--- src/rtl/nw_job_scheduler.sv ---
// rtl/nw_job_scheduler.sv - round-robin job scheduler feeding one alignment grid
module nw_job_scheduler #(
    parameter int LENGTH       = 10,
    parameter int CWIDTH       = 2,
    parameter int SWIDTH       = 16,
    parameter int NREQ         = 4,
    parameter int CLEAR_CYCLES = 2,
    parameter int TIMEOUT      = 1024,
    localparam int SLEN        = LENGTH * CWIDTH,
    localparam int IDW         = (NREQ > 1) ? $clog2(NREQ) : 1
) (
    input  logic                   clk,
    input  logic                   reset,
    input  logic [NREQ-1:0]        req_valid,
    output logic [NREQ-1:0]        req_ready,
    input  logic [NREQ*SLEN-1:0]   req_s1,
    input  logic [NREQ*SLEN-1:0]   req_s2,
    output logic                   grid_reset,
    output logic [SLEN-1:0]        grid_s1,
    output logic [SLEN-1:0]        grid_s2,
    input  logic [SWIDTH-1:0]      grid_score,
    input  logic                   grid_valid,
    output logic                   rsp_valid,
    input  logic                   rsp_ready,
    output logic [IDW-1:0]         rsp_id,
    output logic [SWIDTH-1:0]      rsp_score,
    output logic                   rsp_timeout,
    output logic                   busy
);
    localparam int CMAX = (TIMEOUT > CLEAR_CYCLES) ? TIMEOUT : CLEAR_CYCLES;
    localparam int CNTW = $clog2(CMAX + 1);

    typedef enum logic [1:0] {IDLE, CLEAR, RUN, RESP} state_t;

    state_t          state, state_nxt;
    logic [IDW-1:0]  rr_ptr;
    logic [CNTW-1:0] counter;
    logic [IDW-1:0]  winner;
    logic [IDW:0]    cand;
    logic            found;
    logic            accept;
    logic            clear_done;
    logic            run_hit;
    logic            run_expire;

    // Search from rr_ptr upward, wrapping past NREQ-1 back to 0.
    always_comb begin
        found  = 1'b0;
        winner = '0;
        cand   = '0;
        for (int k = 0; k < NREQ; k++) begin
            cand = {1'b0, rr_ptr} + (IDW+1)'(k);
            if (cand >= (IDW+1)'(NREQ))
                cand = cand - (IDW+1)'(NREQ);
            if (!found && req_valid[cand[IDW-1:0]]) begin
                found  = 1'b1;
                winner = cand[IDW-1:0];
            end
        end
    end

    assign accept     = reset && (state == IDLE) && found;
    assign clear_done = (counter == CNTW'(CLEAR_CYCLES - 1));
    assign run_hit    = (state == RUN) && grid_valid;
    assign run_expire = (state == RUN) && !grid_valid && (counter == CNTW'(TIMEOUT - 1));

    always_comb begin
        req_ready = '0;
        if (accept)
            req_ready[winner] = 1'b1;
    end

    always_ff @(posedge clk) begin
        if (!reset)
            state <= IDLE;
        else
            state <= state_nxt;
    end

    always_comb begin
        state_nxt = state;
        case (state)
            IDLE:  if (found) state_nxt = CLEAR;
            CLEAR: if (clear_done) state_nxt = RUN;
            RUN:   if (run_hit || run_expire) state_nxt = RESP;
            RESP:  if (rsp_ready) state_nxt = IDLE;
            default: state_nxt = IDLE;
        endcase
    end

    // One counter serves both the CLEAR hold and the RUN timeout.
    always_ff @(posedge clk) begin
        if (!reset) begin
            counter <= '0;
        end else if (accept) begin
            counter <= '0;
        end else if (state == CLEAR) begin
            counter <= clear_done ? '0 : counter + 1'b1;
        end else if (state == RUN) begin
            counter <= counter + 1'b1;
        end
    end

    always_ff @(posedge clk) begin
        if (!reset) begin
            rr_ptr      <= '0;
            grid_s1     <= '0;
            grid_s2     <= '0;
            rsp_id      <= '0;
            rsp_score   <= '0;
            rsp_timeout <= 1'b0;
        end else begin
            if (accept) begin
                rr_ptr  <= (winner == IDW'(NREQ - 1)) ? '0 : winner + 1'b1;
                grid_s1 <= req_s1[winner*SLEN +: SLEN];
                grid_s2 <= req_s2[winner*SLEN +: SLEN];
                rsp_id  <= winner;
            end
            if (run_hit) begin
                rsp_score   <= grid_score;
                rsp_timeout <= 1'b0;
            end else if (run_expire) begin
                rsp_score   <= '0;
                rsp_timeout <= 1'b1;
            end
        end
    end

    assign grid_reset = !reset || (state == IDLE) || (state == CLEAR);
    assign rsp_valid  = (state == RESP);
    assign busy       = (state != IDLE);
endmodule

--- config.mk ---
export PLATFORM = sky130hd
export DESIGN_NAME = nw_job_scheduler
export DESIGN_NICKNAME = d
export VERILOG_FILES = /design/src/rtl/nw_job_scheduler.sv
export SDC_FILE = /design/constraint.sdc
export NUM_CORES = 1
export LEC_CHECK = 0
export CAP_MARGIN = 25
export CORE_MARGIN = 3
export CORE_UTILIZATION = 37
export DETAILED_ROUTE_END_ITERATION = 7
export GPL_TIMING_DRIVEN = 0
export PLACE_DENSITY = 0.84
export SYNTH_ARGS = -nofsm -noshare
export SYNTH_HDL_FRONTEND = slang
export SYNTH_SLANG_ARGS = --single-unit
export TNS_END_PERCENT = 1
--- constraint.sdc ---
create_clock -name clk -period 3.3 [get_ports clk]
set_clock_uncertainty 0.1 [all_clocks]
set_input_delay 0.825 -clock clk [delete_from_list [all_inputs] [get_ports clk]]
set_output_delay 0.825 -clock clk [all_outputs]
set_load 0.005 [all_outputs]
Word level (Yosys, flattened, before mapping)
Index checks and enable logic that the tools add are counted.
- bits in read-only memories: 0
- word-level logic and storage cells: 99
- memories: 0
- output and inout port bits: 66
- bits in registers: 74
- bits in latches: 0
- input bits: 184
- bits in writable memories: 0
- add/sub/neg operators: 9
- bitwise operators: 1
- shift operators: 2
- reduce and logical (&&, ||, !) cells: 24
- order comparisons: 10
- equality and inequality tests: 10
- muxes and demuxes: 34
- multiply operators: 1
- divide/modulo/power cells: 0
- operators by type and width (operator ; number):
    variable part select 80 x 8 -> 20 bit ; 2
    2-to-1 mux 11 bit ; 3
    2-to-1 mux 16 bit ; 2
    2-to-1 mux 2 bit ; 13
    less-than comparator 2 x 3 -> 1 bit, second input constant ; 5
    adder 11 x 1 -> 11 bit, second input constant ; 1
    equality test 11 x 1 -> 1 bit, second input constant ; 1
    equality test 11 x 10 -> 1 bit, second input constant ; 1
    greater-or-equal comparator 3 bit, second input constant ; 3
    logical AND 1 bit ; 9
    2-to-1 mux 1 bit ; 9
    binary-select mux 1 bit (select 2 bit) ; 4
    case mux 2 bit (4 select lines) ; 1
    subtractor 2 x 1 -> 2 bit, second input constant ; 4
    adder 2 x 2 -> 3 bit, second input constant ; 2
    equality test 2 bit, second input constant ; 3
    nonzero test 2 bit ; 3
    zero test 1 bit ; 5
    multiplier 2 x 3 -> 5 bit, second input constant ; 1
    2-to-1 mux 4 bit ; 1
    inequality test 2 x 1 -> 1 bit, second input constant ; 2
    inequality test 2 bit, second input constant ; 2
    AND reduction 4 bit ; 1
    OR reduction 2 bit ; 2
    other kinds (9) ; 11

Longest topological paths before layout
Gate-level depths: netlist of the first run.
- depth in word-level cells: 19
- gate-level depth with buffers: 8
- depth with buffers taken out: 7

Worst setup path before layout of the first run
OpenSTA, ideal clock, no wires.
- kind: in2out
- start: input port req_valid[2]
- end: output port req_ready[3]
- buffers on the path: 2
- arrival: 2.100 ns
- path slack: 0.275 ns
- stages: 5
- data required time: 2.375 ns
- cell sequence: or4_1 -> and3_1 -> clkbuf_1 -> buf_2 -> and2_1
- cells in the longest elaborated chain, start to end: 17
- elaborated cells on any way between the ends: 29
- classes of those cells: 2 x order compare; 19 x mux; 8 x reduce/logical
- ends and longest elaborated chain (item ; line ; RTL):
    start: declaration ; 14 ; input logic [NREQ-1:0] req_valid,
    binary-select mux 1 bit (select 2 bit) ; 55 ; if (!found && req_valid[cand[IDW-1:0]]) begin
    2-to-1 mux 1 bit (not written as such) ; 55 ;
    2-to-1 mux 1 bit ; 55 ;
    zero test 1 bit ; 55 ;
    logical AND 1 bit ; 55 ;
    2-to-1 mux 1 bit ; 55 ;
    zero test 1 bit ; 55 ;
    logical AND 1 bit ; 55 ;
    2-to-1 mux 1 bit ; 55 ;
    zero test 1 bit ; 55 ;
    logical AND 1 bit ; 55 ;
    2-to-1 mux 2 bit ; 55 ;
    less-than comparator 2 x 3 -> 1 bit (not written as such) or greater-or-equal comparator 2 x 1 -> 1 bit (tied branches) ; 70 ; req_ready[winner] = 1'b1;
    logical AND 1 bit (not written as such) ; 70 ;
    2-to-1 mux 1 bit (not written as such) ; 70 ;
    demux 1 bit (select 2 bit) ; 70 ;
    2-to-1 mux 4 bit (*) ; 69 ; if (accept)
    end: declaration ; 15 ; output logic [NREQ-1:0] req_ready,
Mark *: on every way between the ends. The rest lies on a longest branch, timed or not. The select of a mux whose other input is x is not followed.

Final worst setup path of the first run
- start: input port req_valid[1]
- end: output port req_ready[1]
Same word-level chain as after synthesis.

==> results of run 1 <==
[per-layer routing]
| metal | part of all wire, % | wire, µm |
|---|---|---|
| met1 | 39 | 6140 |
| met2 | 50 | 7770 |
| met3 | 8.7 | 1350 |
| met4 | 1.9 | 292 |
| met5 | 0 | 0 |
[cells in the final DEF, fill, tap and decap left out, drive strengths merged, types with 3 or more instances in the layout]
cell,instances
ha,8
a32o,40
xnor2,5
nand2,169
a22oi,16
clkbuf,33
dfxtp,74
nor2,18
clkinv,6
clkdlybuf4s50,241
nand3,82
a22o,3
buf,33
nand4,4
o21ai,3
a21oi,4
nor2b,16
xor2,5
inv,10
[where the power goes]
part | internal [mW] | total, mW | switching [mW]
clock | 0.348 | 0.700 | 0.352
sequential | 1.19 | 1.37 | 0.178
combinational | 1.33 | 2.59 | 1.26
[stage by stage]
step	total power [mW]	worst slack [ns]	TNS, ns	hold WS (ns)
2_1_floorplan	2.60	0.275	0	0.366
3_3_place_gp	3.75	-0.955	-3.33	0.348
3_5_place_dp	3.83	-0.996	-3.42	0.357
4_1_cts	4.65	-0.0141	-0.0141	0.373
5_1_grt	5.00	0.00496	0	0.384
6_report	4.66	0.0173	0	0.370
[critical path, cell delays in order]
cell and delay (ns):
clkdlybuf4s15_2 0.22, or4_4 0.50, and3_4 0.23, buf_4 0.15, and3_1 0.16, dlygate4sd2_1 0.27
[cells by family (layout without fill, tap and decap cells)]
logic type | count (synthesis) | count (layout) | share of synthesized area (%)
simple gates | 302 | 302 | 33.8
compound gates | 75 | 75 | 17.4
flops | 74 | 74 | 37.8
buf+inv | 52 | 328 | 5.68
xor+xnor | 10 | 10 | 2.23
fa+ha+maj | 8 | 8 | 2.55
mux | 2 | 2 | 0.511
[cell type report]
cell class | instances | area, µm²
Multi-Input combinational cell | 397 | 2240
Sequential cell | 74 | 1480
Inverter | 11 | 46.3
Tap cell | 133 | 166
Clock buffer | 9 | 124
Clock inverter | 7 | 70.1
Timing Repair Buffer | 263 | 2580
Fill cell | 813 | 3140
Buffer | 38 | 199
[state kept, by name, indices dropped and copies added (netlist names)]
signal / count
counter: 11
rsp_timeout: 1
rsp_id: 2
grid_s2: 20
grid_s1: 20
rr_ptr: 2
rsp_score: 16
state: 2
[how the worst min path moves through the flow]
stage                     start          end  slack, ns  cells past startpoint
finish               grid_s2[1]   grid_s2[1]       0.37                      1
global route         grid_s2[1]   grid_s2[1]       0.38                      1
CTS                  grid_s2[1]   grid_s2[1]       0.37                      1
floorplan            grid_s1[0]   grid_s1[0]       0.37                      1
global placement     grid_s1[9]   grid_s1[9]       0.35                      1
detailed placement  grid_s2[14]  grid_s2[14]       0.36                      1
[repair_timing]
| action | in CTS | in global routing |
|---|---|---|
| buffers inserted | 10 | 4 |
| gates resized for setup | 37 | 10 |
| endpoints found under the setup margin | 4 | 5 |
| pin swaps | 2 | 1 |
==> summary.md, run 1 <==
| Metric | Value |
|---|---|
| Max Clock Freq | `305 MHz` |
| Die Ht | `109 µm` |
| Yosys warnings | `0` |
| R2R Path End | `grid_s2[2]` |
| Critical path launch point | `req_valid[1]` |
| Nets | `986` |
| WL/cell | `16.7 µm` |
| Period utilization | `99.5%` |
| Synth-to-layout area growth | `76.3%` |
| Worst Setup End Kind | `output port` |
| Clk_lat worst skew | `0.35 ns` |
| Clock-pin slew on the worst setup and hold paths | `0.08 ns` |
| Ratio of cells with drive above 1 in the final layout | `8.14%` |
| Initial antenna violation count | `0` |
| Drt first-iter violations | `323` |
| Status | `finished clean` |
| Global-route wire length before repair | `23,600 µm` |
| RSZ-0062 raised after global routing | `no` |
| Hold Buf Count CTS | `0` |
| Number of enable flip-flop cells after synthesis | `0` |
| Clock buffer count from CTS | `9` |
| Cell variety after synth | `36` |
| LEAKAGE | `2.72 nW` |
| Minimum clock period | `3.28 ns` |
| Syn avg cell area | `7.49 µm²` |
| GR met2 Demand/Resource | `43.0%` |
| Area post-placement | `6580 µm²` |
| CP Max Fanout | `5` |
| # IOs | `250` |
| Core Footprint | `10,000 µm²` |
| DR pass1 iterations | `5` |
| Placed Instances | `905` |
| Port bufs | `249` |
| GR peak layer | `met2` |
| Overflow after GRT | `0` |
| Syn nets | `715` |
| Die Wd | `109 µm` |
| Synth top area cells | `dfxtp_1 38%, nand2_1 16%, nand3_1 10%` |
| Vias per cell | `5.22` |
| Root Buffer | `clkbuf_8` |
| Seq cells post-synth | `74` |
| H-tree Lvls | `3` |
| Worst R2R Start | `rr_ptr[1]` |
| Post-route cell area | `6910 µm²` |
| Hold Vio Cnt, Final | `0` |
| DRC violation count after routing | `0` |
| Hold/Removal Path Class | `reg2reg` |
| CTS tree | `done` |
| R2R cell count | `7` |
| Final cell count without fillers | `932` |
| Synthesized area | `3920 µm²` |
| Post-synthesis sequential area ratio | `37.8%` |
| Gate Count Post-Synth | `523` |
| Die area | `11,900 µm²` |
| Startpoint Class | `primary input` |
| Commonest cells in the netlist | `169 x nand2_1, 82 x nand3_1, 74 x dfxtp_1` |
| CP required | `2.37 ns` |
| Slew Limit Fails | `0` |
| Rel. slew slack | `63.6%` |
| CTS sink count | `74` |
| Crit path kind | `in2out` |
| Post-DP HPWL | `11,900 µm` |
| Initial Utilization | `39.0%` |
| Row cnt | `36` |
| Slew @ Worst Pin | `0.543 ns` |
| Clock Path Buffers | `2` |
| Top-area cell type share of the netlist area | `37.8%` |
| Vias in the first global route | `4,918` |
| Setup Viol. Count Final | `0` |
| GR met3 Demand/Resource | `6.39%` |
| Most frequent cell after synthesis | `nand2_1` |
| Async SR Flop Fraction | `0%` |
| P per Cell Area | `674 nW/µm²` |
| Largest net degree at the start of global routing | `17` |
| Met1 Use GR | `30.5%` |
| Routability cong. | `0.914` |
| Vias post-DR | `4,867` |
| Critical Path Sink | `req_ready[1]` |
| Final core occ | `68.8%` |
| Max-cap violations | `0` |
| Drt total wl | `15,600 µm` |
| Crit path DAT | `2.36 ns` |
| All-Layer GR Usage | `25.4%` |
| Area leader, netlist | `dfxtp_1` |
| Worst ir drop on vdd | `277 µV` |
| R2r setup slk | `0.91 ns` |
| ANT cells | `0` |
| Antenna Nets Post-Route | `0` |
| Top_reg_cell synth | `dfxtp_1` |
(Power assumes the default switching activity.)
==> run 2, diff against run 1 <==
--- a/config.mk
+++ b/config.mk
@@ -6,11 +6,13 @@
 export NUM_CORES = 1
 export LEC_CHECK = 0
 export CAP_MARGIN = 25
+export CORE_ASPECT_RATIO = 0.8
 export CORE_MARGIN = 3
 export CORE_UTILIZATION = 37
 export DETAILED_ROUTE_END_ITERATION = 7
 export GPL_TIMING_DRIVEN = 0
 export PLACE_DENSITY = 0.84
+export SETUP_SLACK_MARGIN = 0.4
 export SYNTH_ARGS = -nofsm -noshare
 export SYNTH_HDL_FRONTEND = slang
 export SYNTH_SLANG_ARGS = --single-unit
==> run 2 against run 1 <==
Worst setup slack better by 0.22 ns; combinational power hardly changed; first-iteration DRC count is 22% lower; die area hardly changed; critical endpoint is now req_ready[3]; non-clock buffer count is 1 higher; flip-flop and latch count stayed put; worst hold slack worse by 0.0046 ns; final cell count is 0.32% higher; via count is 1.3% higher; count of clock-buffer cells in the layout is 1 higher; core utilization is 2.2 points higher; clock power is 39% higher.
==> summary.md, run 2 (synthesis gave the netlist of run 1 again) <==
| Metric | Value |
|---|---|
| Vias per cell | `5.27` |
| CTS sink count | `74` |
| Biggest regs | `grid_s1 (20), grid_s2 (20), rsp_score (16)` |
| RSZ-0062 raised after global routing | `yes` |
| Most used cell, CP | `buf_8` |
| Clk_lat worst skew | `0.32 ns` |
| Hold/Removal Path Class | `reg2reg` |
| Pre-CTS setup slack | `-1.02 ns` |
| Hold Vio Cnt, Final | `0` |
| Drt first-iter violations | `252` |
| CP max-delay cell | `or4_4` |
| # IOs | `250` |
| Startpoint Class | `primary input` |
| Fin worst setup slack | `0.239 ns` |
| Status | `finished clean` |
| Max Clock Freq | `327 MHz` |
| Largest net degree at the start of global routing | `13` |
| Die Wd | `121 µm` |
| Port bufs | `249` |
| Die area | `11,900 µm²` |
| WL/cell | `16.8 µm` |
| Clock Path Buffers | `2` |
| P per Cell Area | `702 nW/µm²` |
| CP Max Fanout | `6` |
| Area post-placement | `6610 µm²` |
| Worst Setup End Kind | `output port` |
| Critical path cell sequence | `buf_8, or4_4, and3_4, clkbuf_16, buf_8, and2_4, buf_6` |
| Antenna Nets Post-Route | `0` |
| Routability cong. | `0.835` |
| DRC violation count after routing | `0` |
| Synth-to-layout area growth | `80.6%` |
| Setup Viol. Count Final | `0` |
| Die Ht | `98.1 µm` |
| Global-route wire length before repair | `24,300 µm` |
| Crit path kind | `in2out` |
| Row cnt | `32` |
| LEAKAGE | `2.80 nW` |
| Ratio of cells with drive above 1 in the final layout | `8.64%` |
| Vias post-DR | `4,932` |
| Filler Cells Inserted | `796` |
| Clock buffer count from CTS | `9` |
| Period utilization | `92.8%` |
| Drt total wl | `15,700 µm` |
| Commonest non-fill, non-tap cells in the layout | `240 x clkdlybuf4s50_1, 168 x nand2_1, 82 x nand3_1` |
| Slew Limit Fails | `0` |
| Slew @ Worst Pin | `0.594 ns` |
| Clock-pin slew on the worst setup and hold paths | `0.06 ns` |
| CP peak stage delay | `0.53 ns` |
| Initial antenna violation count | `0` |
| Post-route cell area | `7080 µm²` |
| Overflow after GRT | `0` |
| Nets | `987` |
| Post-DP HPWL | `12,100 µm` |
| Root Buffer | `clkbuf_16` |
| Commonest non-fill, non-tap cell in the layout | `clkdlybuf4s50_1` |
| H-tree Lvls | `3` |
| Initial Utilization | `39.3%` |
| Hold Buf Count CTS | `0` |
| ANT cells | `0` |
| CTS tree | `done` |
| Core Footprint | `9970 µm²` |
| Minimum clock period | `3.06 ns` |
| All-Layer GR Usage | `25.3%` |
| Rel. slew slack | `60.4%` |
| Vias in the first global route | `4,956` |
| Worst ir drop on vdd | `355 µV` |
| CP required | `2.37 ns` |
| Max-cap violations | `0` |
| DR pass1 iterations | `5` |
| Crit path DAT | `2.14 ns` |
## run 2: changes by cell type in the layout (fill, tap and decap cells not counted), moves of 2 or more
cell / previous run / this run
clkbuf_16: 0 / 10
clkbuf_8: 10 / 4
clkinv_4: 3 / 0
buf_6: 3 / 5
buf_8: 0 / 3
## run 2: worst max-delay path, delay by kind of cell
| kind | cells | cell delay [ns] |
|---|---|---|
| buffers and inverters | 4 | 0.47 |
| AND/OR/NAND/NOR | 3 | 0.84 |
## run 2: timing repair
action / 4_1_cts / 5_1_grt
resized for setup: 58 / 3
cloned: 0 / 0
endpoints found under the setup margin: 6 / 5
setup buffers: 12 / 0
pin swaps: 5 / 0
## run 2: worst paths after layout
kind / startpoint / to / slack [ns] / cells after the start
max: req_valid[0] / req_ready[3] / 0.24 / 7
min reg2reg: grid_s1[1] / grid_s1[1] / 0.37 / 1
min: grid_s1[1] / grid_s1[1] / 0.37 / 1
max reg2reg: rr_ptr[1] / grid_s1[15] / 0.78 / 9
## run 2: power breakdown
part	switching (mW)	internal (mW)
logic	1.26	1.35
clock network	0.371	0.599
registers	0.194	1.19
total	1.83	3.14
## run 2: per-layer routing
metal | GRT usage [%] | share of wire (%) | vias to the layer above
li1 | - | - | 2367
met1 | 28.9 | 39 | 2288
met2 | 46.1 | 51 | 248
met3 | 6.49 | 8.7 | 29
met4 | 7.23 | 1.9 | 0
met5 | 0 | 0 | -
## run 2: area by class of cell
class	count	area (µm²)	area share, %
Inverter	11	41.3	0.584
Timing Repair Buffer	261	2580	36.4
Buffer	41	256	3.63
Sequential cell	74	1480	20.9
Multi-Input combinational cell	397	2250	31.9
Clock inverter	5	55.1	0.778
Clock buffer	10	239	3.38
Tap cell	136	170	2.40
## run 2: per-stage QoR
step	std cells	util (%)	TNS (ns)	power (mW)	hold WS, ns
after floorplan	523	-	0	2.62	0.366
after global routing	935	71.0	0	5.28	0.375
after detailed placement	908	66.3	-3.46	3.85	0.357
after global placement	908	66.3	-3.37	3.77	0.349
final	935	71.0	0	4.97	0.366
after CTS	935	71.0	0	4.98	0.367
